**src/rtl/fpga_serial_bus_if.sv**
```systemverilog
// fpga_serial_bus_if: per-node frame inputs, transmit request and the serial bus line
interface fpga_serial_bus_if #(
   parameter int NODES  = 16,
   parameter int DATA_W = 64,
   parameter int ADDR_W = 4,
   parameter int CRC_W  = 4
);
   logic [CRC_W-1:0]  crc [NODES];
   logic [DATA_W-1:0] data [NODES];
   logic [ADDR_W-1:0] receiver_addr [NODES];
   logic [NODES-1:0]  mod;
   logic              bus_show;
   modport master (output crc, data, receiver_addr, mod, input bus_show);
   modport slave (input crc, data, receiver_addr, mod, output bus_show);
endinterface

```
**src/rtl/fpga_serial_bus.sv**
```systemverilog
// fpga_serial_bus: 16-node single-wire bus, lowest-index arbitration, 77-bit MSB-first frames.
// Optional FPGA_CRC_GEN_EN: send a generated CRC-4 (x^4+x+1) instead of the node's CRC input.
module fpga_serial_bus #(
   parameter int NODES  = 16,
   parameter int DATA_W = 64,
   parameter int ADDR_W = 4,
   parameter int CRC_W  = 4,
   parameter int GAP    = 3
) (
   input logic clock,
   input logic reset,
   fpga_serial_bus_if.slave bus
);
   localparam int HDR_W   = 2 * ADDR_W + DATA_W;
   localparam int FRAME_W = 1 + HDR_W + CRC_W;
   localparam int CNT_W   = $clog2(FRAME_W);
   typedef enum logic [1:0] {IDLE, SEND, GAP_S} state_t;
   state_t state, state_n;
   logic [CNT_W-1:0] cnt, cnt_n;
   logic [FRAME_W-1:0] sr, sr_n, frame;
   logic [HDR_W-1:0] hdr;
   logic [CRC_W-1:0] crc;
   logic bus_q, bus_n, last_v, last_v_n, req;
   logic [ADDR_W-1:0] last_sel, last_n, win;
`ifdef FPGA_CRC_GEN_EN
   function automatic logic [CRC_W-1:0] crc4(input logic [HDR_W-1:0] m);
      logic [CRC_W-1:0] c;
      c = '0;
      for (int i = HDR_W - 1; i >= 0; i--)
         c = {c[CRC_W-2:0], 1'b0} ^ ((c[CRC_W-1] ^ m[i]) ? CRC_W'(4'h3) : '0);
      return c;
   endfunction
`endif
   always_comb begin
      win = '0;
      for (int i = NODES - 1; i >= 0; i--)
         if (bus.mod[i] == 1'b1) win = ADDR_W'(i);
   end
   assign req = bus.mod != '0;
   assign hdr = {win, bus.receiver_addr[win], bus.data[win]};
`ifdef FPGA_CRC_GEN_EN
   assign crc = crc4(hdr);
`else
   assign crc = bus.crc[win];
`endif
   assign frame = {1'b1, hdr, crc};
   always_comb begin
      state_n  = state;
      cnt_n    = cnt;
      sr_n     = sr;
      bus_n    = 1'b0;
      last_v_n = last_v;
      last_n   = last_sel;
      case (state)
         IDLE: begin
            if (!req) last_v_n = 1'b0;
            else if (!last_v || win != last_sel) begin
               // start bit leaves now; remaining 76 bits wait in the shifter
               sr_n     = {frame[FRAME_W-2:0], 1'b0};
               bus_n    = 1'b1;
               last_v_n = 1'b1;
               last_n   = win;
               cnt_n    = '0;
               state_n  = SEND;
            end
         end
         SEND: begin
            bus_n = sr[FRAME_W-1];
            sr_n  = sr << 1;
            cnt_n = cnt + 1'b1;
            if (cnt == CNT_W'(FRAME_W - 2)) begin
               cnt_n   = '0;
               state_n = GAP_S;
            end
         end
         GAP_S: begin
            if (!req) last_v_n = 1'b0;
            cnt_n = cnt + 1'b1;
            if (cnt == CNT_W'(GAP - 1)) begin
               cnt_n   = '0;
               state_n = IDLE;
            end
         end
         default: state_n = IDLE;
      endcase
   end
   always_ff @(posedge clock) begin
      if (reset) begin
         state    <= IDLE;
         cnt      <= '0;
         sr       <= '0;
         bus_q    <= 1'b0;
         last_v   <= 1'b0;
         last_sel <= '0;
      end else begin
         state    <= state_n;
         cnt      <= cnt_n;
         sr       <= sr_n;
         bus_q    <= bus_n;
         last_v   <= last_v_n;
         last_sel <= last_n;
      end
   end
   assign bus.bus_show = bus_q;
endmodule

```
**src/flat_wrapper.sv**
```systemverilog
// flat-port wrapper written by rule: the top's interface ports become plain ports
module fpga_serial_bus_flat 
#(
   parameter int NODES  = 16,
   parameter int DATA_W = 64,
   parameter int ADDR_W = 4,
   parameter int CRC_W  = 4,
   parameter int GAP    = 3
)
  (clock, reset, bus_crc, bus_data, bus_receiver_addr, bus_mod, bus_bus_show);
  fpga_serial_bus_if #(.NODES(NODES), .DATA_W(DATA_W), .ADDR_W(ADDR_W), .CRC_W(CRC_W)) bus_i ();
  input logic clock;
  input logic reset;
  input wire logic [$bits(bus_i.crc)-1:0] bus_crc;
  input wire logic [$bits(bus_i.data)-1:0] bus_data;
  input wire logic [$bits(bus_i.receiver_addr)-1:0] bus_receiver_addr;
  input wire logic [$bits(bus_i.mod)-1:0] bus_mod;
  output wire logic [$bits(bus_i.bus_show)-1:0] bus_bus_show;
  assign bus_i.crc = {>>{bus_crc}};
  assign bus_i.data = {>>{bus_data}};
  assign bus_i.receiver_addr = {>>{bus_receiver_addr}};
  assign bus_i.mod = bus_mod;
  assign bus_bus_show = bus_i.bus_show;
  fpga_serial_bus #(.NODES(NODES), .DATA_W(DATA_W), .ADDR_W(ADDR_W), .CRC_W(CRC_W), .GAP(GAP)) u_core (.clock(clock), .reset(reset), .bus(bus_i));
endmodule
```
**config.mk**
```make
export PLATFORM = sky130hd
export DESIGN_NAME = fpga_serial_bus_flat
export DESIGN_NICKNAME = d
export VERILOG_FILES = /design/src/rtl/fpga_serial_bus_if.sv /design/src/rtl/fpga_serial_bus.sv /design/src/flat_wrapper.sv
export SDC_FILE = /design/constraint.sdc
export NUM_CORES = 1
export LEC_CHECK = 0
export CAP_MARGIN = 20
export CORE_AREA = 3 3 455 457
export DETAILED_ROUTE_END_ITERATION = 12
export DIE_AREA = 0 0 458 460
export GPL_TIMING_DRIVEN = 0
export PLACE_DENSITY = 0.35
export SLEW_MARGIN = 20
export SYNTH_ARGS = -nofsm -noshare
export SYNTH_HDL_FRONTEND = slang
export SYNTH_SLANG_ARGS = --single-unit
```
**constraint.sdc**
```tcl
create_clock -name clock -period 4.7 [get_ports clock]
set_clock_uncertainty 0.15 [all_clocks]
set_input_delay 1.41 -clock clock [delete_from_list [all_inputs] [get_ports clock]]
set_output_delay 1.41 -clock clock [all_outputs]
set_load 0.02 [all_outputs]
```
* Yosys cells after proc, flatten, opt, wreduce, memory -nomap -nowiden
Cells that the tools add are included. W data, S select, Z words.
Storage, ports and cells: logic and storage cells 77, latch bits 0, output and inout port bits 1, memories kept 0, bits in read-only memories 0, bits in writable memories 0, bits in registers 92
Operators by class: $mul 0, reduce and logical (&&, ||, !) cells 12, shift-type cells 0, div/mod/pow operators 0, multiplexer cells 45, eq/ne operators 11, $lt $le $gt $ge 1, bitwise operators 1, $add $sub $neg 1
Operators with widths (number):
- $bmux W64 S4 | 1
- $mux W77 | 2
- $pmux W77 S2 | 1
- $mux W64 | 2
- $mux W4 | 20
- $bmux W4 S4 | 2
- $mux W7 | 4
- $pmux W7 S3 | 1
- $reduce_bool A16 Y1 | 1
- $reduce_and A3 Y1 | 4
- $mux W2 | 4
- $ne A2 B1 Y1 const B | 4
- $add A7 B1 Y7 const B | 1
- $eq A7 B2 Y1 const B | 1
- $eq A7 B7 Y1 const B | 1
- $pmux W2 S3 | 1
- $ge A5 B5 Y1 const B | 1
- $mux W1 | 5
- $not A4 Y5 | 1
- $ne A4 B4 Y1 | 1
- $pmux W1 S2 | 2
- $reduce_and A4 Y1 | 1
- $reduce_bool A2 Y1 | 2
- $ne A3 B3 Y1 const B | 1
- 7 further kinds | 7

* Depth between registers and ports, before layout
Gate-level depths: netlist of the first run.
depth in word-level cells 23, depth in mapped cells 13, mapped depth without buffers 10

* Worst setup path after synthesis of the first run
Ideal clock, no wire load.
kind input port to flip-flop, start in bus_mod[5], end reg u_core.sr[10], data arrival time 3810 ps, slack 623 ps, library setup time 117 ps, cell stages on the path 11, cell sequence or4_1 -> a211oi_1 -> buf_2 -> xnor2_1 -> nand4b_4 -> o311ai_4 -> o21ai_4 -> nor2b_1 -> buf_2 -> buf_2 -> a32o_1
On the way: longest elaborated chain between the ends 13, elaborated cells on any way between the ends 19, classes of those cells 3 x eq/ne; 12 x mux; 1 x bitwise; 3 x reduce/logical
Ends and longest elaborated chain:
- start, declared | line flat_wrapper.sv:17 | input wire logic [$bits(bus_i.mod)-1:0] bus_mod;
- $mux W4 (6 in a row) | line fpga_serial_bus.sv:37 | if (bus.mod[i] == 1'b1) win = ADDR_W'(i);
- $not A4 Y5 (implied by the code) | line fpga_serial_bus.sv:40 | assign hdr = {win, bus.receiver_addr[win], bus.data[win]};
- $bmux W64 S4 | line fpga_serial_bus.sv:40
- $mux W64 (implied by the code) (2 in a row) | line fpga_serial_bus.sv:40
- $mux W77 | line fpga_serial_bus.sv:57 | else if (!last_v || win != last_sel) begin
- $mux W77 | line fpga_serial_bus.sv:56 | if (!req) last_v_n = 1'b0;
- $pmux W77 S2 | line fpga_serial_bus.sv:54 | case (state)
- end signal, assigned | line fpga_serial_bus.sv:98 | sr <= sr_n;
- end, declared | line fpga_serial_bus.sv:20 | logic [FRAME_W-1:0] sr, sr_n, frame;
Parallel ways exist; a longest one is shown, timed or not. The select of a mux whose other input is x is not followed. A chain may end at the register's enable or synchronous reset.

* Worst setup path in the final report of the first run
start in bus_mod[2], end reg u_core.sr[13]
On the way: longest elaborated chain between the ends 10, elaborated cells on any way between the ends 16, classes of those cells 3 x eq/ne; 9 x mux; 1 x bitwise; 3 x reduce/logical
Ends and longest elaborated chain (line):
- $mux W4 (3 in a row) | fpga_serial_bus.sv:37
- $not A4 Y5 (implied by the code) | fpga_serial_bus.sv:40
- $bmux W64 S4 | fpga_serial_bus.sv:40
- $mux W64 (implied by the code) (2 in a row) | fpga_serial_bus.sv:40
- $mux W77 | fpga_serial_bus.sv:57
- $mux W77 | fpga_serial_bus.sv:56
- $pmux W77 S2 | fpga_serial_bus.sv:54
Parallel ways exist; a longest one is shown, timed or not. The select of a mux whose other input is x is not followed.

==> results_dict.tcl, run 1 <==
set metrics [dict create \
    max_freq_ghz 0.2120 \
    seqPwrFrac_pct 17.1 \
    dpl-instance-area_sq_mm 0.02952 \
    max_cap_violations 0 \
    firstDrtPassIters 5 \
    p_int_uw 3713 \
    fill_cells 23450 \
    grt_antenna_before_repair 176 \
    io_pins 1171 \
    yosysTopAreaCell "nand2_1" \
    yosysUniqueCellTypes 60 \
    core_sq_mm 0.2040 \
    power_frac_comb_pct 68.2 \
    yosysWarnings 0 \
    hold_path.class "reg -> reg" \
    worstPathArrival_ps 4890 \
    place_worst_setup_slack_ps -2372 \
    setup_viol 2 \
    clk_pin_slew_ps 90 \
    synth_top_area_share_pct 15.62 \
    p_leak_uw 0.01128 \
    viasPerCell 3.865 \
    grtUsageMet1_pct 25.15 \
    syn_inst 2124 \
    seqCellArea_sq_mm 0.001822 \
    synth_area_sq_mm 0.01401 \
    clk_latency_ps 440 \
    num_rows 166 \
    synth_area_leaders "nand2_1 (16%), dfxtp_1 (13%), mux2_2 (11%), nand3_1 (10%), o22ai_1 (5.8%)" \
    use_met3_pct 6.359 \
    relSlewSlack_pct 25.92 \
    ys_ff_latch 91 \
    synthFlopType "dfxtp_1" \
    numCtsBuffers 9 \
    rsz0062_at_grt "true" \
    antenna_left 0 \
    synth_edf_count 0 \
    wire_per_inst_um 36.62 \
    grt_first_pass_wirelength_mm 271.8 \
    worstPathRequired_ps 4870 \
    grt-ovfl-total 0 \
    drv_slew 0 \
    p_per_area_mw_per_mm2 223.9 \
    place.detailed.hpwl_mm 194.8 \
    min_period_over_period_pct 100.4 \
    syn_to_final_growth_pct 123.0 \
    die_w_um 458 \
    h-tree-depth 3 \
    busiest_layer "met2" \
    track_usage_pct 20.16 \
    postCtsHoldBufs 0 \
    p_sw_uw 3283 \
    finalInstanceArea_sq_mm 0.03125 \
    finalWorstSetupSlack_ps -16.89 \
    numPortBuffers 1169 \
    die_y_um 460 \
    critPathKind "in -> reg" \
    hold_viol 0 \
    worst_slew_pin_slew_ps 1111 \
    finalSetupTns_ps -19.14 \
    cts_buffer_depth 2 \
    status "finished with violations" \
    layout_min_cycle_time_ps 4717 \
    power_uw 6996 \
    vias 23460 \
    peakVddDrop_v 0.0002064 \
    grtUsageMet2_pct 34.52 \
    multi_input_area_sq_mm 0.01177 \
    synthArstFlopShare_pct 0 \
    cts_tree "done" \
    gp_congestion 0.8959 \
    ys_seq_area_share_pct 13.00 \
    synth_area_per_cell_sq_um 6.598 \
    grt_pass1_vias 23930 \
    post_route_cells_drive_above_1_share_pct 14.82 \
    grt_max_degree 17 \
    switching_share_pct 46.92 \
    p_clk_share_pct 14.8 \
    critPathMaxFanout 11 \
    cts.sinks 91 \
    wl_mm 222.3 \
    violations "negative setup slack" \
    start_util_pct 6.871 \
    start_kind "input port" \
    dieArea_sq_mm 0.2107 \
    route.detailed.drc 0 \
    utilization_pct 15.32 \
    syn-num-nets 3300 \
    nets 4512 \
    cts_root_buffer "clkbuf_16" \
    cp-end-kind "flop" \
    first_iter_violations 1811 \
]
==> registers in the layout (all words and copies together), names as in the netlist <==
register             count
u_core.last_v            1
u_core.last_sel          4
u_core.state             2
u_core.sr               76
u_core.bus.bus_show      1
u_core.cnt               7
==> kinds of logic (layout without fill, tap and decap cells) <==
group / Yosys count / in the layout / synth area share, %
compound gates: 562 / 562 / 26.53
xor+xnor: 2 / 2 / 0.1250
fa+ha+maj: 6 / 6 / 0.5357
buf+inv: 227 / 1444 / 7.268
flops: 91 / 91 / 13.00
mux: 270 / 270 / 22.48
other cells: 0 / 42 / 0
simple gates: 966 / 966 / 30.06
==> synth_stat cells, drive strengths merged (2+ instances only) <==
cell and number:
and2 2, nor3 6, buf 85, o22ai 130
nand4 2, or4 4, and3 25, o21bai 2
nor2 25, nor4 6, clkbuf 129, or2 3
nor2b 7, a211oi 99, nand2 583, ha 6
nand4b 2, a32o 70, mux4 2, a31oi 2
nand2b 4, mux2 188, nand3 289, or3 4
inv 13, dfxtp 91, nand3b 3, a21oi 155
o311ai 2, o31ai 15, o21ai 72, a221o 2
mux2i 80
==> cell type report <==
class / instances / share of cell area, %
Antenna cell: 42 / 0.3364
Inverter: 13 / 0.1562
Multi-Input combinational cell: 1806 / 37.66
Clock buffer: 9 / 0.7208
Timing Repair Buffer: 1208 / 39.49
Clock inverter: 7 / 0.3884
Buffer: 207 / 4.653
Sequential cell: 91 / 5.830
Tap cell: 2688 / 10.76
==> final timing paths <==
path	start	endpoint	slack, ps	depth (start not counted)
max	bus_mod[2]	u_core.sr[13]	-20	12
min reg2reg	u_core.sr[67]	u_core.sr[67]	330	1
min	u_core.sr[67]	u_core.sr[67]	330	1
max reg2reg	u_core.state[1]	u_core.sr[61]	1180	9
==> stage by stage <==
stage / cells / hold slack, ps
after floorplan: 2124 / 286.3
after global placement: 5981 / 297.0
after detailed placement: 5999 / 304.0
after CTS: 6032 / 328.2
after global routing: 6041 / 336.0
final: 6071 / 327.5
==> timing repair <==
action	in CTS	in global routing
gates resized for setup	280	62
endpoints found under the setup margin	87	76
pin swaps	8	6
gates cloned	0	0
buffers inserted	17	4
==> power groups by stage <==
stage	clock [uW]	combinational, uW	sequential (uW)
after CTS	1110	4840	1190
after global routing	1110	5070	1220
final	1030	4770	1200
after floorplan	0	1850	1160
after detailed placement	0	4630	1210
after global placement	0	4510	1200
==> worst max-delay path: stages <==
cell,delay (ps)
clkdlybuf4s50_1,520
or3_1,460
a211o_4,430
buf_12,210
and2_4,180
buf_16,150
buf_16,190
buf_6,200
mux2_4,370
o22ai_1,150
o21ai_1,180
a32o_1,350
==> routing by layer <==
| metal | vias to the layer above | routed length (um) |
|---|---|---|
| li1 | 10290 | - |
| met1 | 11420 | 94530 |
| met2 | 1393 | 104900 |
| met3 | 276 | 18910 |
| met4 | 92 | 3390 |
| met5 | - | 582 |
==> placed cells by master, fill, tap and decap left out, types with 66 or more instances in the layout <==
cell	synthesis	final
nand2_1	583	579
a32o_1	70	70
a211oi_1	99	77
dfxtp_1	91	91
clkdlybuf4s50_1	0	1159
mux2_2	138	137
o22ai_1	130	127
a21oi_1	155	132
mux2i_1	80	66
nand3_1	288	287
(Power assumes the default switching activity.)
==> inputs of run 2 (changes only) <==
--- a/config.mk
+++ b/config.mk
@@ -7,6 +7,7 @@
 export LEC_CHECK = 0
 export CAP_MARGIN = 20
 export CORE_AREA = 3 3 455 457
+export CTS_CLUSTER_SIZE = 10
 export DETAILED_ROUTE_END_ITERATION = 12
 export DIE_AREA = 0 0 458 460
 export GPL_TIMING_DRIVEN = 0
==> results of run 2 <==
No change in the layout: final DEF, timing and power equal those of run 1.
==> inputs of run 3 (changes only) <==
--- a/config.mk
+++ b/config.mk
@@ -10,6 +10,7 @@
 export CTS_CLUSTER_SIZE = 10
 export DETAILED_ROUTE_END_ITERATION = 12
 export DIE_AREA = 0 0 458 460
+export GPL_ROUTABILITY_DRIVEN = 1
 export GPL_TIMING_DRIVEN = 0
 export PLACE_DENSITY = 0.35
 export SLEW_MARGIN = 20
==> constraint.sdc (replaced) <==
create_clock -name clock -period 5.35 [get_ports clock]
set_clock_uncertainty 0.15 [all_clocks]
set_input_delay 0.535 -clock clock [delete_from_list [all_inputs] [get_ports clock]]
set_output_delay 0.535 -clock clock [all_outputs]
set_load 0.02 [all_outputs]
==> run 3 against run 2 <==
  * Largest power group unchanged
  * Via count is 0.18% lower
  * Largest cell class unchanged
  * The run now ends clean
  * Critical endpoint is now u_core.sr[34]
  * Register-to-register slack better by 540 ps
  * Worst setup slack better by 240 ps
==> results_dict.tcl, run 3 (synthesis results as in run 1) <==
set metrics [dict create \
    switching_share_pct 47.36 \
    grt_antenna_before_repair 175 \
    first_iter_violations 1849 \
    postCtsHoldBufs 0 \
    drv_slew 0 \
    track_usage_pct 20.07 \
    status "finished clean" \
    cts_tree "done" \
    reg2reg_to "u_core.sr[14]" \
    max_freq_ghz 0.1952 \
    fill_cells 23540 \
    cts_root_buffer "clkbuf_16" \
    setup_viol 0 \
    syn_to_final_growth_pct 114.2 \
    wl_mm 221.7 \
    grt_pass1_vias 23720 \
    place_worst_setup_slack_ps -847.0 \
    seqCellArea_sq_mm 0.001822 \
    worst_slew_pin_slew_ps 1188 \
    nets 4499 \
    cts_buffer_depth 2 \
    vias 23420 \
    use_met3_pct 6.472 \
    crit_end "u_core.sr[34]" \
    firstDrtPassIters 5 \
    reg_top3 "u_core.sr (76), u_core.cnt (7), u_core.last_sel (4)" \
    relSlewSlack_pct 20.14 \
    holdWs_ps 324.7 \
    p_int_uw 3137 \
    num_rows 166 \
    gp_congestion 0.8959 \
    p_leak_uw 0.01073 \
    clk_latency_ps 450 \
    finalSetupTns_ps 0 \
    io_pins 1171 \
    peakVddDrop_v 0.0001874 \
    critPathKind "in -> reg" \
    place.detailed.hpwl_mm 194.8 \
    grt-ovfl-total 0 \
    busiest_layer "met2" \
    finalWorstSetupSlack_ps 226.2 \
    post_cts_buffers 0 \
    viasPerCell 3.869 \
    dpl.cell_count 5999 \
    largest_register_ffs 76 \
    hold_viol 0 \
    post_cts_resized 12 \
    r2r_setup_slack_ps 1720 \
    start_util_pct 6.871 \
    top_register "u_core.sr" \
    layout_min_cycle_time_ps 5124 \
    timing.critical_path.from "bus_mod[9]" \
    grtUsageMet1_pct 24.92 \
    ff2ff_path_depth 9 \
    route.detailed.drc 0 \
    worstPathRequired_ps 5560 \
    post_route_cells_drive_above_1_share_pct 9.766 \
    die_y_um 460 \
    seqPwrFrac_pct 17.6 \
    layout_common_cells "clkdlybuf4s50_1 (1,169), nand2_1 (583), nand3_1 (288)" \
    rr_startpoint "u_core.state[1]" \
    start_kind "input port" \
    final_common_cell "clkdlybuf4s50_1" \
    cts.sinks 91 \
    multi_input_area_sq_mm 0.01126 \
    numPortBuffers 1169 \
    grt_max_degree 17 \
    utilization_pct 14.72 \
    finalNonFillerCells 6053 \
    worstPathArrival_ps 5330 \
    p_per_area_mw_per_mm2 198.5 \
    grtUsageMet2_pct 34.33 \
    numCtsBuffers 9 \
    h-tree-depth 3 \
    wire_per_inst_um 36.62 \
    power_frac_comb_pct 67.2 \
    p_clk_share_pct 15.3 \
    p_sw_uw 2822 \
    rsz0062_at_grt "false" \
    die_w_um 458 \
    max_cap_violations 0 \
    core_sq_mm 0.2040 \
    grt_first_pass_wirelength_mm 270.4 \
    cp-end-kind "flop" \
    antenna_left 0 \
    critPathMaxFanout 11 \
    clk_pin_slew_ps 90 \
    min_period_over_period_pct 95.77 \
    hold_path.class "reg -> reg" \
    dieArea_sq_mm 0.2107 \
]
run 3: changes by cell type in the layout (fill, tap and decap cells not counted), moves of 14 or more:
cell | before | now
a21oi_2 | 14 | 0
a21oi_1 | 132 | 154
buf_12 | 24 | 5
clkbuf_2 | 58 | 16
buf_4 | 32 | 4
clkbuf_4 | 19 | 1
clkbuf_1 | 43 | 112
a211oi_2 | 17 | 2
a211oi_1 | 77 | 97
buf_2 | 20 | 41
run 3: layer usage:
layer / wire length, um / part of all wire (%)
met5: 633 / 0.29
met4: 3250 / 1.5
met3: 19130 / 8.6
met2: 104900 / 47
met1: 93730 / 42
run 3: area by class of cell:
cell class                 instances  share of cell area, %
inverter                          13                 0.1626
clock buffer                       9                 0.7503
tap                             2688                  11.21
buffer                           214                  3.368
antenna                           37                 0.3085
sequential                        91                  6.069
clock inverter                     7                 0.4044
timing repair buffer            1188                  40.23
multi-input combinational       1806                  37.50
run 3: power by group through the flow:
stage	Clock [uW]	Sequential, uW	Combinational (uW)
2_1_floorplan	0	1020	1620
3_3_place_gp	0	1060	3960
3_5_place_dp	0	1060	4070
4_1_cts	975	1050	4090
5_1_grt	979	1070	4260
6_report	909	1050	4000
run 3: worst min-delay path by stage:
stage                        from                  to  cells past startpoint
2_1_floorplan  u_core.last_sel[2]  u_core.last_sel[2]                      2
3_3_place_gp        u_core.sr[44]       u_core.sr[44]                      1
3_5_place_dp        u_core.sr[67]       u_core.sr[67]                      1
4_1_cts             u_core.sr[13]       u_core.sr[13]                      1
5_1_grt             u_core.sr[66]       u_core.sr[66]                      1
6_report            u_core.sr[67]       u_core.sr[67]                      1
run 3: critical path, cell delays in order:
cell	delay, ps
clkdlybuf4s50_1	570
nor3_1	380
a211o_2	390
buf_6	270
and2_4	170
buf_6	330
buf_6	250
buf_2	500
buf_2	480
nor3_1	150
o41ai_1	570
nand4_1	430
a21oi_1	220
run 3: through the flow:
stage / total power, uW / cell area [sq um]
2_1_floorplan: 2640 / 14010
3_5_place_dp: 5130 / 29520
4_1_cts: 6112 / 29910
6_report: 5959 / 30020
3_3_place_gp: 5022 / 29080
5_1_grt: 6311 / 29950
